<file path="src/rtl/control_unit_if.sv">
// Signal bundle between the sequencer and its surroundings: run/opcode/acc_sign
// in, control word, ALU select and debug/status out.
interface control_unit_if #(
   parameter int CNT_W = 16
);
   logic             run;
   logic [7:0]       opcode;
   logic             acc_sign;
   logic [15:0]      c;
   logic [7:0]       alu_fn;
   logic             halted;
   logic [CNT_W-1:0] instr_cnt;
   logic [3:0]       state;

   modport master (
      output run, opcode, acc_sign,
      input  c, alu_fn, halted, instr_cnt, state
   );

   modport slave (
      input  run, opcode, acc_sign,
      output c, alu_fn, halted, instr_cnt, state
   );
endinterface

</file>
<file path="src/rtl/control_unit.sv">
// Microsequencer for the 16-bit accumulator CPU: fetch/decode/execute FSM that
// emits the datapath control word and ALU select for each state.
module control_unit #(
   parameter int CNT_W = 16
) (
   input logic           clk,
   input logic           rst,
   control_unit_if.slave bus
);

   typedef enum logic [3:0] {
      S_IDLE = 4'd0,
      S_F1   = 4'd1,
      S_F2   = 4'd2,
      S_F3   = 4'd3,
      S_DEC  = 4'd4,
      S_E1   = 4'd5,
      S_E2   = 4'd6,
      S_E3   = 4'd7,
      S_E4   = 4'd8,
      S_HALT = 4'd9
   } state_e;

   localparam logic [7:0] OP_STORE  = 8'h01;
   localparam logic [7:0] OP_LOAD   = 8'h02;
   localparam logic [7:0] OP_JMPGEZ = 8'h05;
   localparam logic [7:0] OP_JMP    = 8'h06;
   localparam logic [7:0] OP_HALT   = 8'h07;
   localparam logic [7:0] OP_ZXMEM  = 8'h0C;

   localparam logic [15:0] C0  = 16'h0001;
   localparam logic [15:0] C2  = 16'h0004;
   localparam logic [15:0] C3  = 16'h0008;
   localparam logic [15:0] C4  = 16'h0010;
   localparam logic [15:0] C5  = 16'h0020;
   localparam logic [15:0] C6  = 16'h0040;
   localparam logic [15:0] C7  = 16'h0080;
   localparam logic [15:0] C8  = 16'h0100;
   localparam logic [15:0] C9  = 16'h0200;
   localparam logic [15:0] C11 = 16'h0800;
   localparam logic [15:0] C12 = 16'h1000;
   localparam logic [15:0] C14 = 16'h4000;
   localparam logic [15:0] C15 = 16'h8000;

   function automatic logic is_mem_op(input logic [7:0] op);
      return ((op >= 8'h01) && (op <= 8'h04)) || ((op >= 8'h08) && (op <= 8'h0C));
   endfunction

   function automatic logic is_shift_op(input logic [7:0] op);
      return (op >= 8'h0D) && (op <= 8'h0F);
   endfunction

   function automatic logic is_exec_op(input logic [7:0] op);
      return is_mem_op(op) || is_shift_op(op) || (op == OP_JMPGEZ) || (op == OP_JMP);
   endfunction

   state_e           state_q, state_d;
   logic [7:0]       opc_q, opc_d;
   logic [CNT_W-1:0] cnt_q, cnt_d;
   logic             halted_q, halted_d;
   state_e           eoi_state;
   logic [15:0]      ctrl_word;
   logic [7:0]       alu_sel;

   // run is only looked at here and in IDLE, so dropping it mid-instruction
   // lets the current instruction finish.
   assign eoi_state = bus.run ? S_F1 : S_IDLE;

   always_comb begin
      // NOTE: every output of a combinational block gets a default first so no
      // path through the case leaves it unassigned (which would infer a latch).
      state_d  = state_q;
      opc_d    = opc_q;
      cnt_d    = cnt_q;
      halted_d = halted_q;
      case (state_q)
         S_IDLE: state_d = bus.run ? S_F1 : S_IDLE;
         S_F1:   state_d = S_F2;
         S_F2:   state_d = S_F3;
         S_F3:   state_d = S_DEC;
         S_DEC: begin
            opc_d = bus.opcode;
            cnt_d = cnt_q + CNT_W'(1);
            if (bus.opcode == OP_HALT) begin
               state_d  = S_HALT;
               halted_d = 1'b1;
            end else if (is_exec_op(bus.opcode)) begin
               state_d = S_E1;
            end else begin
               state_d = eoi_state;
            end
         end
         S_E1:   state_d = is_mem_op(opc_q) ? S_E2 : eoi_state;
         S_E2:   state_d = S_E3;
         S_E3:   state_d = (opc_q == OP_STORE) ? eoi_state : S_E4;
         S_E4:   state_d = eoi_state;
         S_HALT: state_d = S_HALT;
         default: begin
            state_d  = S_IDLE;
            halted_d = 1'b0;
         end
      endcase
   end

   // Moore decode of the current state and the opcode captured in DEC; only the
   // JMPGEZ execute cycle looks at live acc_sign.
   always_comb begin
      ctrl_word = '0;
      alu_sel   = '0;
      case (state_q)
         S_F1: ctrl_word = C2;
         S_F2: ctrl_word = C0 | C5 | C15;
         S_F3: ctrl_word = C4;
         S_E1: begin
            if (is_mem_op(opc_q)) begin
               ctrl_word = C8;
            end else if (opc_q == OP_JMP) begin
               ctrl_word = C3;
            end else if (opc_q == OP_JMPGEZ) begin
               ctrl_word = bus.acc_sign ? 16'h0000 : C3;
            end else if (is_shift_op(opc_q)) begin
               ctrl_word = C9 | C14;
               alu_sel   = opc_q;
            end
         end
         S_E2: ctrl_word = (opc_q == OP_STORE) ? C11 : (C0 | C5);
         S_E3: ctrl_word = (opc_q == OP_STORE) ? (C0 | C12) : C6;
         S_E4: begin
            ctrl_word = C9;
            if ((opc_q == OP_LOAD) || (opc_q == OP_ZXMEM)) ctrl_word = C9 | C7;
            alu_sel = opc_q;
         end
         default: ;
      endcase
   end

   always_ff @(posedge clk or negedge rst) begin
      if (!rst) begin
         state_q  <= S_IDLE;
         opc_q    <= '0;
         cnt_q    <= '0;
         halted_q <= 1'b0;
      end else begin
         // NOTE: state registers use non-blocking assignment so every register
         // samples its pre-edge value regardless of statement order.
         state_q  <= state_d;
         opc_q    <= opc_d;
         cnt_q    <= cnt_d;
         halted_q <= halted_d;
      end
   end

   assign bus.c         = ctrl_word;
   assign bus.alu_fn    = alu_sel;
   assign bus.halted    = halted_q;
   assign bus.instr_cnt = cnt_q;
   assign bus.state     = state_q;

   a_no_pc_conflict: assert property (@(posedge clk) disable iff (!rst)
      !(ctrl_word[3] && ctrl_word[15]));

   a_write_only_in_store: assert property (@(posedge clk) disable iff (!rst)
      ctrl_word[12] |-> ((state_q == S_E3) && (opc_q == OP_STORE)));

   a_halt_is_terminal: assert property (@(posedge clk) disable iff (!rst)
      (state_q == S_HALT) |=> ((state_q == S_HALT) && halted_q && $stable(cnt_q)));

endmodule

</file>
<file path="src/flat_wrapper.sv">
// flat-port wrapper written by rule: the top's interface ports become plain ports
module control_unit_flat 
#(
   parameter int CNT_W = 16
)
  (clk, rst, bus_run, bus_opcode, bus_acc_sign, bus_c, bus_alu_fn, bus_halted, bus_instr_cnt, bus_state);
  control_unit_if #(.CNT_W(CNT_W)) bus_i ();
  input logic clk;
  input logic rst;
  input wire logic [$bits(bus_i.run)-1:0] bus_run;
  input wire logic [$bits(bus_i.opcode)-1:0] bus_opcode;
  input wire logic [$bits(bus_i.acc_sign)-1:0] bus_acc_sign;
  output wire logic [$bits(bus_i.c)-1:0] bus_c;
  output wire logic [$bits(bus_i.alu_fn)-1:0] bus_alu_fn;
  output wire logic [$bits(bus_i.halted)-1:0] bus_halted;
  output wire logic [$bits(bus_i.instr_cnt)-1:0] bus_instr_cnt;
  output wire logic [$bits(bus_i.state)-1:0] bus_state;
  assign bus_i.run = bus_run;
  assign bus_i.opcode = bus_opcode;
  assign bus_i.acc_sign = bus_acc_sign;
  assign bus_c = bus_i.c;
  assign bus_alu_fn = bus_i.alu_fn;
  assign bus_halted = bus_i.halted;
  assign bus_instr_cnt = bus_i.instr_cnt;
  assign bus_state = bus_i.state;
  control_unit #(.CNT_W(CNT_W)) u_core (.clk(clk), .rst(rst), .bus(bus_i));
endmodule
</file>
<file path="config.mk">
export PLATFORM = sky130hd
export DESIGN_NAME = control_unit_flat
export DESIGN_NICKNAME = d
export VERILOG_FILES = /design/src/rtl/control_unit_if.sv /design/src/rtl/control_unit.sv /design/src/flat_wrapper.sv
export SDC_FILE = /design/constraint.sdc
export NUM_CORES = 1
export LEC_CHECK = 0
export BUFFER_PORTS_ARGS = -buffer_cell sky130_fd_sc_hd__buf_2
export CORE_MARGIN = 2
export CORE_UTILIZATION = 45
export DETAILED_ROUTE_END_ITERATION = 8
export PLACE_DENSITY = 0.73
export SYNTH_ARGS = -nofsm -noshare
export SYNTH_HDL_FRONTEND = slang
export SYNTH_SLANG_ARGS = --single-unit
</file>
<file path="constraint.sdc">
create_clock -name clk -period 3.2 [get_ports clk]
set_clock_uncertainty 0.2 [all_clocks]
set_input_delay 0.16 -clock clk [delete_from_list [all_inputs] [get_ports clk]]
set_output_delay 0.16 -clock clk [all_outputs]
set_load 0.02 [all_outputs]
</file>
==> results of run 1 <==
cell type report:
class                      count  share of cell area (%)
sequential                    29                    34.2
inverter                       4                   0.707
multi-input combinational    142                    40.5
tap                           48                    2.83
clock buffer                   6                    3.42
timing repair buffer          65                    17.9
clock inverter                 2                   0.471
metrics by stage:
step / total power, µW / setup slack (ns) / instances / cell area [µm²]
after floorplan: 1080 / 0.852 / 187 / 1670
after global placement: 1260 / 0.995 / 278 / 1940
after detailed placement: 1270 / 0.935 / 278 / 1940
after CTS: 1570 / 0.678 / 296 / 2120
after global routing: 1680 / 0.499 / 296 / 2120
final: 1550 / 0.690 / 296 / 2120
worst paths after layout:
path                                            end                startpoint  slack, ns  depth (start not counted)
max                                   bus_alu_fn[2]           u_core.opc_q[7]       0.69                          5
min                         u_core.bus.instr_cnt[4]                       rst       0.25                          2
max reg2reg                 u_core.bus.instr_cnt[9]       u_core.bus.state[1]       0.93                          4
min reg2reg                u_core.bus.instr_cnt[15]  u_core.bus.instr_cnt[15]       0.28                          1
max in group asynchronous  u_core.bus.instr_cnt[13]                       rst       2.13                          2
min in group clk           u_core.bus.instr_cnt[15]  u_core.bus.instr_cnt[15]       0.28                          1
where the power goes:
group / total [µW] / internal (µW) / switching [µW]
logic: 619 / 250 / 369
clock network: 286 / 150 / 136
registers: 650 / 464 / 186
total: 1550 / 864 / 691
per-layer routing:
metal	vias to the layer above	wire length [µm]	GRT usage (%)	share of wire, %
met5	-	0	0	0
met4	0	67	6.38	1.8
met3	7	210	6.42	5.5
met2	43	1830	33.7	48
met1	733	1690	23.4	44
li1	769	-	-	-
layout by cell type, fill, tap and decap left out, drive strengths merged, types with 2 or more instances in the layout:
| cell type | Yosys | final |
|---|---|---|
| a31oi | 3 | 3 |
| a21oi | 3 | 3 |
| nor4b | 3 | 3 |
| xor2 | 4 | 4 |
| nor3 | 10 | 10 |
| buf | 6 | 55 |
| nor4 | 3 | 3 |
| nand2b | 3 | 3 |
| nand4 | 5 | 5 |
| nand3 | 7 | 7 |
| inv | 4 | 4 |
| xnor2 | 12 | 12 |
| conb | 1 | 3 |
| nand2 | 33 | 33 |
| nor2 | 12 | 12 |
| or4 | 3 | 3 |
| nand3b | 2 | 2 |
| or3 | 2 | 2 |
| and2 | 7 | 7 |
| o21ai | 4 | 4 |
| and4 | 2 | 2 |
| dlygate4sd3 | 0 | 10 |
| nor2b | 2 | 2 |
| clkbuf | 6 | 6 |
| clkinv | 0 | 2 |
| and3 | 2 | 2 |
| nor3b | 2 | 2 |
| dfrtp | 29 | 29 |
cells by family (layout without fill, tap and decap cells):
| group | count (synthesis) | count (layout) | share of synthesized area, % |
|---|---|---|---|
| simple gates | 101 | 101 | 33.0 |
| compound gates | 20 | 20 | 8.30 |
| buf+inv | 16 | 77 | 4.83 |
| mux | 1 | 1 | 0.679 |
| other cells | 1 | 3 | 0.226 |
| fa+ha+maj | 1 | 1 | 0.755 |
| xor+xnor | 16 | 16 | 8.45 |
| flops | 29 | 29 | 43.8 |
registers in the layout, indices dropped and copies added (netlist names):
name,count
u_core.bus.instr_cnt,16
u_core.bus.state,4
u_core.bus.halted,1
u_core.opc_q,8
repair_timing:
action,in CTS,in global routing
resized for setup,0,0
hold buffers,10,0
hold endpoints to repair,38,0
==> impl_results.md, run 1 <==
* Vias at ~1.6k
* Reg clk slew, reported paths at ~0.060 ns
* Synth area leader: dfrtp_1
* Relative slew slack at 56.3%
* HP Class: in -> async
* Ports at 57
* Sequential share of the synthesized area at a little over two fifths
* Rows at 22
* H-tree levels at 2
* Worst path cell trace: or4_1 > o41a_1 > nor2_2 > and2_1 > buf_2
* Pre-Repair DR Iteration Count at 4
* Async SR Flop Fraction at 100%
* Worst Max-Slew Pin Slew at about 0.65 ns
* Tmin final at 2.51 ns
* Status: complete, no violations
* Die W at 64.7 µm
* Core ar. at between 3000 and 4000 µm²
* FF/Latch Area at just over 700 µm²
* Total setup buffers inserted after CTS at 0
* Yosys top cell area share at between 40% and 50%
* Remaining Overflow, GRT at 0
* Post-synth EDFFs at 0
* Final setup TNS at 0 ns
* CTS Sinks at 29
* Overall routing resource usage at between 10% and 20%
* Nets at between 200 and 300
* Cell variety after synth at 46
* Commonest cells post-synth: nand2_1, dfrtp_1, xnor2_1
* Drc violations at 0
* CP endpoint kind: output port
* PD cells at ~730 nW/µm²
* Synth Instances at 185
* Min Hold Slack at 0.250 ns
* Share of cells above drive strength 1 at 27.4%
* TritonCTS buffer count at 5
* Crit share post-route at 78.5%
* Die area at 4190 µm²
* CP max-delay cell: or4_1
* Drt via density at around 5.2
* ANT nets after route at 0
* Maximum VDD drop at between 0.4 and 0.5 mV
* Diodes inserted at 0
* Setup CP Type: reg -> out
* Initial antenna violation count at 0
* Max stage delay on crit path at about 0.60 ns
* Vias in the first global route at 1428
* Slew Limit Fails at 0
* DIE HEIGHT at between 60 and 70 µm
* Final GP Congestion at between 0.8 and 0.9
* Max Cap Viol at 0
* Final setup viols at 0
* Initial core utilization at between 40% and 50%
* DP HPWL at between 2000 and 3000 µm
* 1st-iter DRT viols at slightly above 70
* Bufs on Longest Clock Path at 2
* Buf+Inv Stages, Crit Path at 1
* Area of the multi-input gates at between 800 and 900 µm²
* Setup repair after global routing missed its margin: no
* Arrival @ worst endpoint at between 2 and 2.5 ns
* Cell with the most instances after synthesis: nand2_1
* Syn_area_per_cell at about 9 µm²
* CTS tree: yes
* Final wirelength at 3790 µm
* Root Driver: clkbuf_8
* Fill count at about 340
* Type of origin of the critical path: flip-flop
* Synth area leaders: dfrtp_1, nand2_1, xnor2_1, nor3_1, and2_1
* Largest net degree at the start of global routing at 30
* Synth warn at 0
* WP data required at between 2 and 3 ns
* Static leakage at around 0.0011 µW
* Port bufs at 53
* Layout Area Growth over Synthesis at 28.1%
* Wire length of the first global-routing pass at about 6400 µm
* Finished Core Util at 58.9%
* Cell Area, Synth at 1660 µm²
* Kind of cell adding the most delay to the critical path: simple AND/OR/NAND/NOR gates
* Fmax at 398 MHz
* Clk Latency, worst-skew pair at 0.28 ns
* Crit path max fanout at 4
* FF+latch count, synth at 29
* DR WL/cell at ~13 µm
* Top FF cell, synth: dfrtp_1
* Hold Vio Cnt, Final at 0
(Power assumes the default switching activity.)
==> run 2, diff against run 1 <==
Settings changed: PLACE_DENSITY 0.73 to 0.76.
Clock period 3.2 ns to 2.21 ns, I/O delays scaled along.
==> run 2 against run 1 <==
  * Clock power up 45%
  * Setup slack worse by 0.85 ns
  * Combinational power up 92%
  * Register-to-register slack worse by 0.86 ns
  * First-iteration DRC count up 31%
  * Non-clock buffer count up 13
  * Routed wire length up 6.5%
  * Flip-flop and latch count unchanged
  * Largest power group is now combinational cells
  * Worst hold slack worse by 0.067 ns
  * The flow now finishes with violations (setup timing)
  * Global-route usage up 1.1 points
  * Critical path depth unchanged
  * Core utilization up 4.5 points
==> impl_results.md, run 2 (same netlist as run 1, synthesis figures left out) <==
* Status: complete, but fails checks
* Failing checks: setup timing
* Bufs on Longest Clock Path at 2 (unchanged)
* Die area at 4190 µm² (unchanged)
* Reg clk slew, reported paths at 0.06 ns (about the same)
* PD cells at 1070 nW/µm² (+47%)
* DR WL/cell at 13.1 µm (+2.0%)
* Static leakage at 0.00115 µW (+7.3%)
* Port bufs at 53 (unchanged)
* WP data required at 1.90 ns (-0.94 ns)
* Sequential group share of total power at 34.5% (-7.3 points)
* DIE HEIGHT at 64.7 µm (unchanged)
* Tmin final at 2.37 ns
* Relative slew slack at 57.7% (+1.4 points)
* Final wirelength at 4040 µm (+6.5%)
* Share of cells above drive strength 1 at 33.3% (+5.9 points)
* Switch Pwr at 1080 µW (+56%)
* Wire length of the first global-routing pass at 6700 µm (+5.1%)
* Remaining Overflow, GRT at 0 (unchanged)
* CTS tree: yes
* Hold Vio Cnt, Final at 0 (unchanged)
* Layout Area Growth over Synthesis at 37.9%
* Drc violations at 0 (unchanged)
* Clock power frac at 16.9% (-1.5 points)
* Final worst setup slack at -0.158 ns (-0.848 ns)
* Root Driver: clkbuf_8
* Max Cap Viol at 0 (unchanged)
* Reg-to-Reg Start: u_core.opc_q[7]
* CP endpoint kind: output port
* Crit path max fanout at 3 (-1)
* Fill count at 307 (-8.9%)
* Diodes inserted at 0 (unchanged)
* Crit share post-route at 107%
* Clk Latency, worst-skew pair at 0.28 ns (about the same)
* Comb power frac at 48.5% (+8.7 points)
* Drt via density at 5.22 (-0.44%)
* TritonCTS buffer count at 5 (unchanged)
* Nets at 273 (+5.0%)
* Arrival @ worst endpoint at 2.06 ns (-0.09 ns)
* Vias at 1613 (+3.9%)
* DP HPWL at 2920 µm (+6.0%)
* Core ar. at 3610 µm² (unchanged)
* ANT nets after route at 0 (unchanged)
* Pre-CTS setup slack at 0.0598 ns (-0.875 ns)
* Setup crit start: u_core.opc_q[7]
* Worst Max-Slew Pin Slew at 0.634 ns (-0.0125 ns)
* Overall routing resource usage at 20.8% (+1.1 points)
* Initial core utilization at 46.0% (unchanged)
* Ports at 57 (unchanged)
* Die W at 64.7 µm (unchanged)
* Switch share at 44.0% (-0.48 points)
* Min Hold Slack at 0.183 ns (-0.0667 ns)
* Int Pwr at 1380 µW (+59%)
* Final setup viols at 7 (+7)
* CTS Sinks at 29 (unchanged)
* Largest net degree at the start of global routing at 30 (unchanged)
* Max reg flops at 16 (unchanged)
* Commonest cells after routing, fill and taps aside: buf_2, nand2_1, dfrtp_1
* Rows at 22 (unchanged)
* H-tree levels at 2 (unchanged)
* Type of origin of the critical path: flip-flop
* HP Class: in -> async
* Setup CP Type: reg -> out
* Initial antenna violation count at 0 (unchanged)
* Fmax at ~420 MHz
* Vias in the first global route at 1523 (+6.7%)
* Pre-Repair DR Iteration Count at 4 (unchanged)
* Setup repair after global routing missed its margin: yes
* Commonest non-fill, non-tap cell in the layout: buf_2
* Final GP Congestion at 0.857 (-2.1%)
* Slew Limit Fails at 0 (unchanged)
* Maximum VDD drop at 0.788 mV (+94%)
* 1st-iter DRT viols at 93 (+31%)
[run 2: path summary, 6_finish.rpt]
check | end | slack (ns) | cells past startpoint
min in group clk | u_core.bus.instr_cnt[15] | 0.26 | 1
worst min-delay path | u_core.bus.instr_cnt[8] | 0.18 | 2
worst max-delay path | bus_c[8] | -0.16 | 5
max in group asynchronous | u_core.bus.halted | 1.21 | 2
worst min register to register | u_core.bus.instr_cnt[15] | 0.26 | 1
worst max register to register | u_core.bus.state[2] | 0.07 | 5
[run 2: critical path: stages, from the launching register on]
cell and delay (ns):
dfrtp_1 0.38, or4_4 0.55, or3_1 0.38, nand3b_1 0.23
inv_1 0.08, buf_2 0.15
[run 2: power by group through the flow]
stage	sequential (µW)	clock [µW]	combinational, µW
floorplan	883	0	682
global placement	843	0	1090
detailed placement	849	0	1100
CTS	846	426	1170
global route	876	451	1300
finish	847	416	1190
[run 2: area by class of cell]
type / instances / area, µm² / share of cell area [%]
clock buffer: 5 / 68.8 / 3.01
clock inverter: 3 / 17.5 / 0.766
inverter: 4 / 15.0 / 0.657
multi-input combinational: 142 / 897 / 39.2
sequential: 29 / 726 / 31.7
tap: 48 / 60.1 / 2.63
timing repair buffer: 78 / 502 / 21.9
[run 2: per-stage QoR]
stage	power [µW]	area [µm²]	std cells	util [%]	setup TNS, ns
after floorplan	1570	1670	187	-	0
after global placement	1930	2010	287	55.9	0
after detailed placement	1950	2010	287	55.9	0
after CTS	2440	2260	308	62.6	-0.698
after global routing	2630	2290	309	63.4	-1.42
final	2450	2290	309	63.4	-0.697
[run 2: per-layer routing]
layer / wire [µm] / track usage [%]
met1: 1760 / 25.3
met2: 2030 / 36.3
met3: 207 / 4.86
met4: 40 / 6.91
met5: 0 / 0
[run 2: timing repair]
item                                    in CTS  in global routing
gates cloned                                 0                  0
resized for setup                            8                  6
pin swaps                                    1                  1
endpoints found under the setup margin      11                 11
hold buffers                                10                  0
setup buffers                                3                  1
hold endpoints to repair                    38                  0
